[config.mk]
export PLATFORM = sky130hd
export DESIGN_NAME = acc_wrap_monitor
export DESIGN_NICKNAME = d
export VERILOG_FILES = /design/src/rtl/acc_wrap_monitor.sv
export SDC_FILE = /design/constraint.sdc
export NUM_CORES = 1
export LEC_CHECK = 0
export CELL_PAD_IN_SITES_DETAIL_PLACEMENT = 1
export CELL_PAD_IN_SITES_GLOBAL_PLACEMENT = 1
export CORE_MARGIN = 1.5
export CORE_UTILIZATION = 41
export CTS_CLUSTER_DIAMETER = 200
export DETAILED_ROUTE_END_ITERATION = 7
export MAX_ROUTING_LAYER = met4
export PLACE_DENSITY_LB_ADDON = 0.1
export REMOVE_ABC_BUFFERS = 1
export SLEW_MARGIN = 40
export SYNTH_ARGS = -nofsm -noshare
export SYNTH_HDL_FRONTEND = slang
export SYNTH_SLANG_ARGS = --single-unit
[constraint.sdc]
create_clock -name clk -period 5.9 [get_ports clk]
set_clock_uncertainty 0.2 [all_clocks]
set_input_delay 1.18 -clock clk [delete_from_list [all_inputs] [get_ports clk]]
set_output_delay 1.18 -clock clk [all_outputs]
set_load 0.005 [all_outputs]
[src/rtl/acc_wrap_monitor.sv]
// Extends an 8-bit wrapping accumulator into a 16-bit running total, raises an
// alert at THRESH and captures the first crossing after arming under valid/ack.
module acc_wrap_monitor #(
    parameter logic [15:0] THRESH = 16'd1000
) (
    input  logic        clk,
    input  logic        reset,
    input  logic [7:0]  acc_reg,
    input  logic        clr,
    input  logic        arm,
    input  logic        cap_ack,
    output logic [15:0] total,
    output logic [7:0]  wrap_cnt,
    output logic        sat,
    output logic        alert,
    output logic        cap_valid,
    output logic [15:0] cap_value,
    output logic        armed
);

    typedef enum logic [1:0] {
        IDLE  = 2'd0,
        ARMED = 2'd1,
        HOLD  = 2'd2
    } state_t;

    state_t      state_q, state_d;
    logic [7:0]  prev_q, prev_d;
    logic [7:0]  wrap_cnt_q, wrap_cnt_d;
    logic        sat_q, sat_d;
    logic [15:0] total_q, total_d;
    logic        alert_q, alert_d;
    logic [15:0] cap_value_q, cap_value_d;
    logic        wrap;

    // The accumulator adds at most 15 per cycle, so any decrease is one wrap.
    always_comb begin
        wrap       = 1'b0;
        prev_d     = acc_reg;
        wrap_cnt_d = wrap_cnt_q;
        sat_d      = sat_q;
        total_d    = total_q;
        alert_d    = (total_q >= THRESH);

        if (clr) begin
            wrap_cnt_d = 8'h00;
            sat_d      = 1'b0;
            total_d    = {8'h00, acc_reg};
        end else begin
            wrap = (acc_reg < prev_q);
            if (wrap) begin
                if (wrap_cnt_q == 8'hFF) begin
                    sat_d = 1'b1;
                end else begin
                    wrap_cnt_d = wrap_cnt_q + 8'd1;
                end
            end
            total_d = sat_d ? 16'hFFFF : {wrap_cnt_d, acc_reg};
        end
    end

    // Capture compares the total being loaded this edge, not the registered one.
    always_comb begin
        state_d     = state_q;
        cap_value_d = cap_value_q;
        unique case (state_q)
            IDLE: begin
                if (arm) begin
                    state_d = ARMED;
                end
            end
            ARMED: begin
                if (total_d >= THRESH) begin
                    cap_value_d = total_d;
                    state_d     = HOLD;
                end
            end
            HOLD: begin
                if (cap_ack) begin
                    state_d = arm ? ARMED : IDLE;
                end
            end
            default: state_d = IDLE;
        endcase
    end

    always_ff @(posedge clk or negedge reset) begin
        if (!reset) begin
            state_q     <= IDLE;
            prev_q      <= 8'h00;
            wrap_cnt_q  <= 8'h00;
            sat_q       <= 1'b0;
            total_q     <= 16'h0000;
            alert_q     <= 1'b0;
            cap_value_q <= 16'h0000;
        end else begin
            state_q     <= state_d;
            prev_q      <= prev_d;
            wrap_cnt_q  <= wrap_cnt_d;
            sat_q       <= sat_d;
            total_q     <= total_d;
            alert_q     <= alert_d;
            cap_value_q <= cap_value_d;
        end
    end

    assign total     = total_q;
    assign wrap_cnt  = wrap_cnt_q;
    assign sat       = sat_q;
    assign alert     = alert_q;
    assign cap_value = cap_value_q;
    assign armed     = (state_q == ARMED);
    assign cap_valid = (state_q == HOLD);

endmodule
==> impl_metrics.py <==
metrics = {
    "status": {
        "status": "finished, final reports clean",
    },
    "synthesis": {
        "synth-xor-area-share": 0.0152,
        "synthAdderAreaFrac": 0.0435,
        "syn_area_um2": 2300,
        "ys_seq_area_frac": 0.566,
        "muxShareOfSynthArea": 0.0968,
        "synth-seq-cells": 52,
        "yosysWarnings": 0,
        "syn_inst": 183,
        "synth_compound_area_frac": 0.112,
        "synth_top_family_by_area": "simple AND/OR/NAND/NOR gates",
        "synth-simple-area-share": 0.127,
        "synth.distinct_cells": 43,
        "syn_avg_cell_area_um2": 12.6,
    },
    "timing": {
        "finalSetupTns_ps": 0,
        "slew_violations": 0,
        "period_minus_slack_ps": 4830,
        "maxSlewHeadroom": 0.537,
        "max_freq_ghz": 0.207,
        "final-hold-violation-count": 0,
        "finalSetupViolCount": 0,
        "rsz0062_at_grt": "false",
        "worst_slew_pin_slew_ps": 695,
        "fin_ws_ps": 1070,
        "worst_hold_slack_ps": 324,
        "period_share": 0.818,
    },
    "clock_network": {
        "cts_sinks": 52,
        "cts_buffer_depth": 2,
        "cts_buffers": 5,
        "path_clk_slew_ps": 90,
        "cts_resized": 0,
        "htreeDepth": 2,
        "cts_tree": "built",
        "holdBufCountCts": 0,
        "post_cts_buffers": 0,
        "clockRootBuffer": "clkbuf_8",
        "insertion_delay_ps": 300,
    },
    "worst_setup_path": {
        "crit_path_end_kind": "flip-flop",
        "reg2regPathDepth": 10,
        "r2r_setup_slack_ps": 2100,
        "critPathCapture": "cap_value[4]",
        "cp_max_fo": 16,
        "regToRegEndpoint": "cap_value[4]",
        "startpoint_type": "primary input",
        "r2r-start": "prev_q[7]",
        "cp-startpoint": "acc_reg[7]",
        "required_ps": 5900,
        "arrival_ps": 4830,
        "critical_path_class": "in2reg",
    },
    "die": {
        "rows": 27,
        "die_area_um2": 6070,
        "die_width_um": 77.9,
        "num_io_pins": 57,
        "core-area_um2": 5470,
        "die_h_um": 77.9,
        "initial_utilization": 0.420,
    },
    "final_layout": {
        "antenna-diode-count": 0,
        "design_area_um2": 3020,
        "final_nets": 261,
        "area_growth_pct": 31.3,
        "seqCellArea_um2": 1300,
        "instances_no_fill": 313,
        "multiInputGateArea_um2": 907,
        "nFillCells": 579,
        "drive_gt1_frac": 0.174,
        "final_core_util": 0.552,
    },
    "detailed_routing": {
        "wl_met3_um": 177,
        "dr.pass1.iters": 4,
        "avgRoutedWirePerCell_um": 16.8,
        "ant_nets": 0,
        "drt_first_iter_violations": 49,
        "num_vias": 1582,
        "dr.max_layer_used": "met4",
        "drt_wl_total_um": 5260,
        "avgViaCountPerCell": 5.05,
        "wl_met1_um": 2340,
        "wl_met2_um": 2670,
        "drc": 0,
    },
    "place": {
        "dp_slack_ps": 742,
        "placedCellCount": 305,
        "gp_congestion": 0.836,
        "dp_hpwl_um": 3890,
        "numPortBuffers": 56,
        "placed_area_um2": 2910,
    },
    "power_and_ir_drop": {
        "fin_total_pwr_mw": 0.908,
        "ir_drop_v": 0.000150,
        "pwr_density_cell_nw_per_um2": 301,
        "p_leak_nw": 1.38,
    },
    "global_route": {
        "antenna_found_initial": 0,
        "grt_pass1_vias": 1714,
        "grt_pass1_wl_um": 8660,
        "grt_overflow": 0,
        "grt_usage": 0.193,
        "grt_max_degree": 53,
    },
    "hold_path": {
        "min_path_type": "reg2reg",
    },
    "job": {
        "maxCapViolCount": 0,
    },
}
## where the power goes
part / switching, mW / leakage [nW] / internal, mW
Combinational: 0.0802 / 0.659 / 0.144
Clock: 0.116 / 0.0541 / 0.126
Sequential: 0.0347 / 0.666 / 0.408
Total: 0.231 / 1.38 / 0.677
## final cells by class
cell class                 count  share of cell area
clock inverter                 3              0.0141
multi-input combinational    112               0.300
inverter                      12              0.0149
clock buffer                   5              0.0228
sequential                    52               0.431
timing repair buffer          57               0.187
tap                           72              0.0298
## synth_stat cells (all sizes together)
cell type	count	area share
a2111o	1	0.0049
a211o	1	0.0038
a211oi	1	0.0033
a21o	2	0.0065
a21oi	8	0.024
a221o	1	0.0044
a311oi	1	0.011
a31o	2	0.0076
a31oi	4	0.011
a41o	1	0.0044
a41oi	1	0.0071
and2	1	0.0027
and3	3	0.0082
and4	1	0.0038
and4b	1	0.0044
buf	3	0.014
clkbuf	4	0.0065
dfrtp	52	0.57
ha	8	0.044
inv	12	0.020
mux2	15	0.088
mux2i	2	0.0087
nand2	6	0.0098
nand2b	5	0.014
nand3	4	0.0087
nand4	2	0.0054
nor2	9	0.015
nor2b	3	0.0082
nor3	2	0.0044
nor3b	1	0.0033
nor4	1	0.0092
o211ai	1	0.0033
o21ai	8	0.017
o21bai	1	0.0033
or2	10	0.027
or4	1	0.0033
xnor2	1	0.0038
xor2	3	0.011
## layout by cell type, fill, tap and decap left out, types with 3 or more instances in the layout
cell type        instances
clkdlybuf4s50_1         55
dfrtp_1                 52
inv_1                   12
or2_2                   10
nor2_1                   9
mux2_4                   9
o21ai_0                  8
ha_1                     8
nand2_1                  6
a21oi_1                  6
mux2_2                   6
nand2b_1                 5
clkbuf_8                 5
a31oi_1                  4
nand3_1                  4
and3_1                   3
nor2b_1                  3
xor2_1                   3
## state kept, by name, indices dropped and copies added, names as in the netlist
name	count
cap_value	16
total	16
prev_q	8
wrap_cnt	8
state_q	2
alert	1
sat	1
## kinds of logic after synthesis
family / Yosys count
buf+inv: 19
flops: 52
xor+xnor: 4
simple gates: 50
compound gates: 33
mux: 17
fa+ha+maj: 8
## routing by layer
metal,track usage,vias to the layer above
li1,-,748
met1,0.234,794
met2,0.329,34
met3,0.0365,6
met4,0.0554,0
met5,-,-
## worst min-delay path by stage
stage / startpoint / endpoint / slack [ps] / depth (start not counted)
after global routing: cap_value[9] / cap_value[9] / 350 / 1
final: total[15] / alert / 320 / 2
after global placement: cap_value[0] / cap_value[0] / 300 / 1
after floorplan: total[15] / alert / 270 / 2
after CTS: total[15] / alert / 330 / 2
after detailed placement: cap_value[2] / cap_value[2] / 300 / 1
## critical path: stages
cell and delay [ps]:
clkdlybuf4s50_1 470, ha_1 330, and3_1 190, a221o_1 370, a41oi_2 580, a31oi_1 240
a311oi_4 370, nor4_4 100, a21oi_4 580, mux2_2 400
No activity file was read; power rests on OpenSTA's default activity.
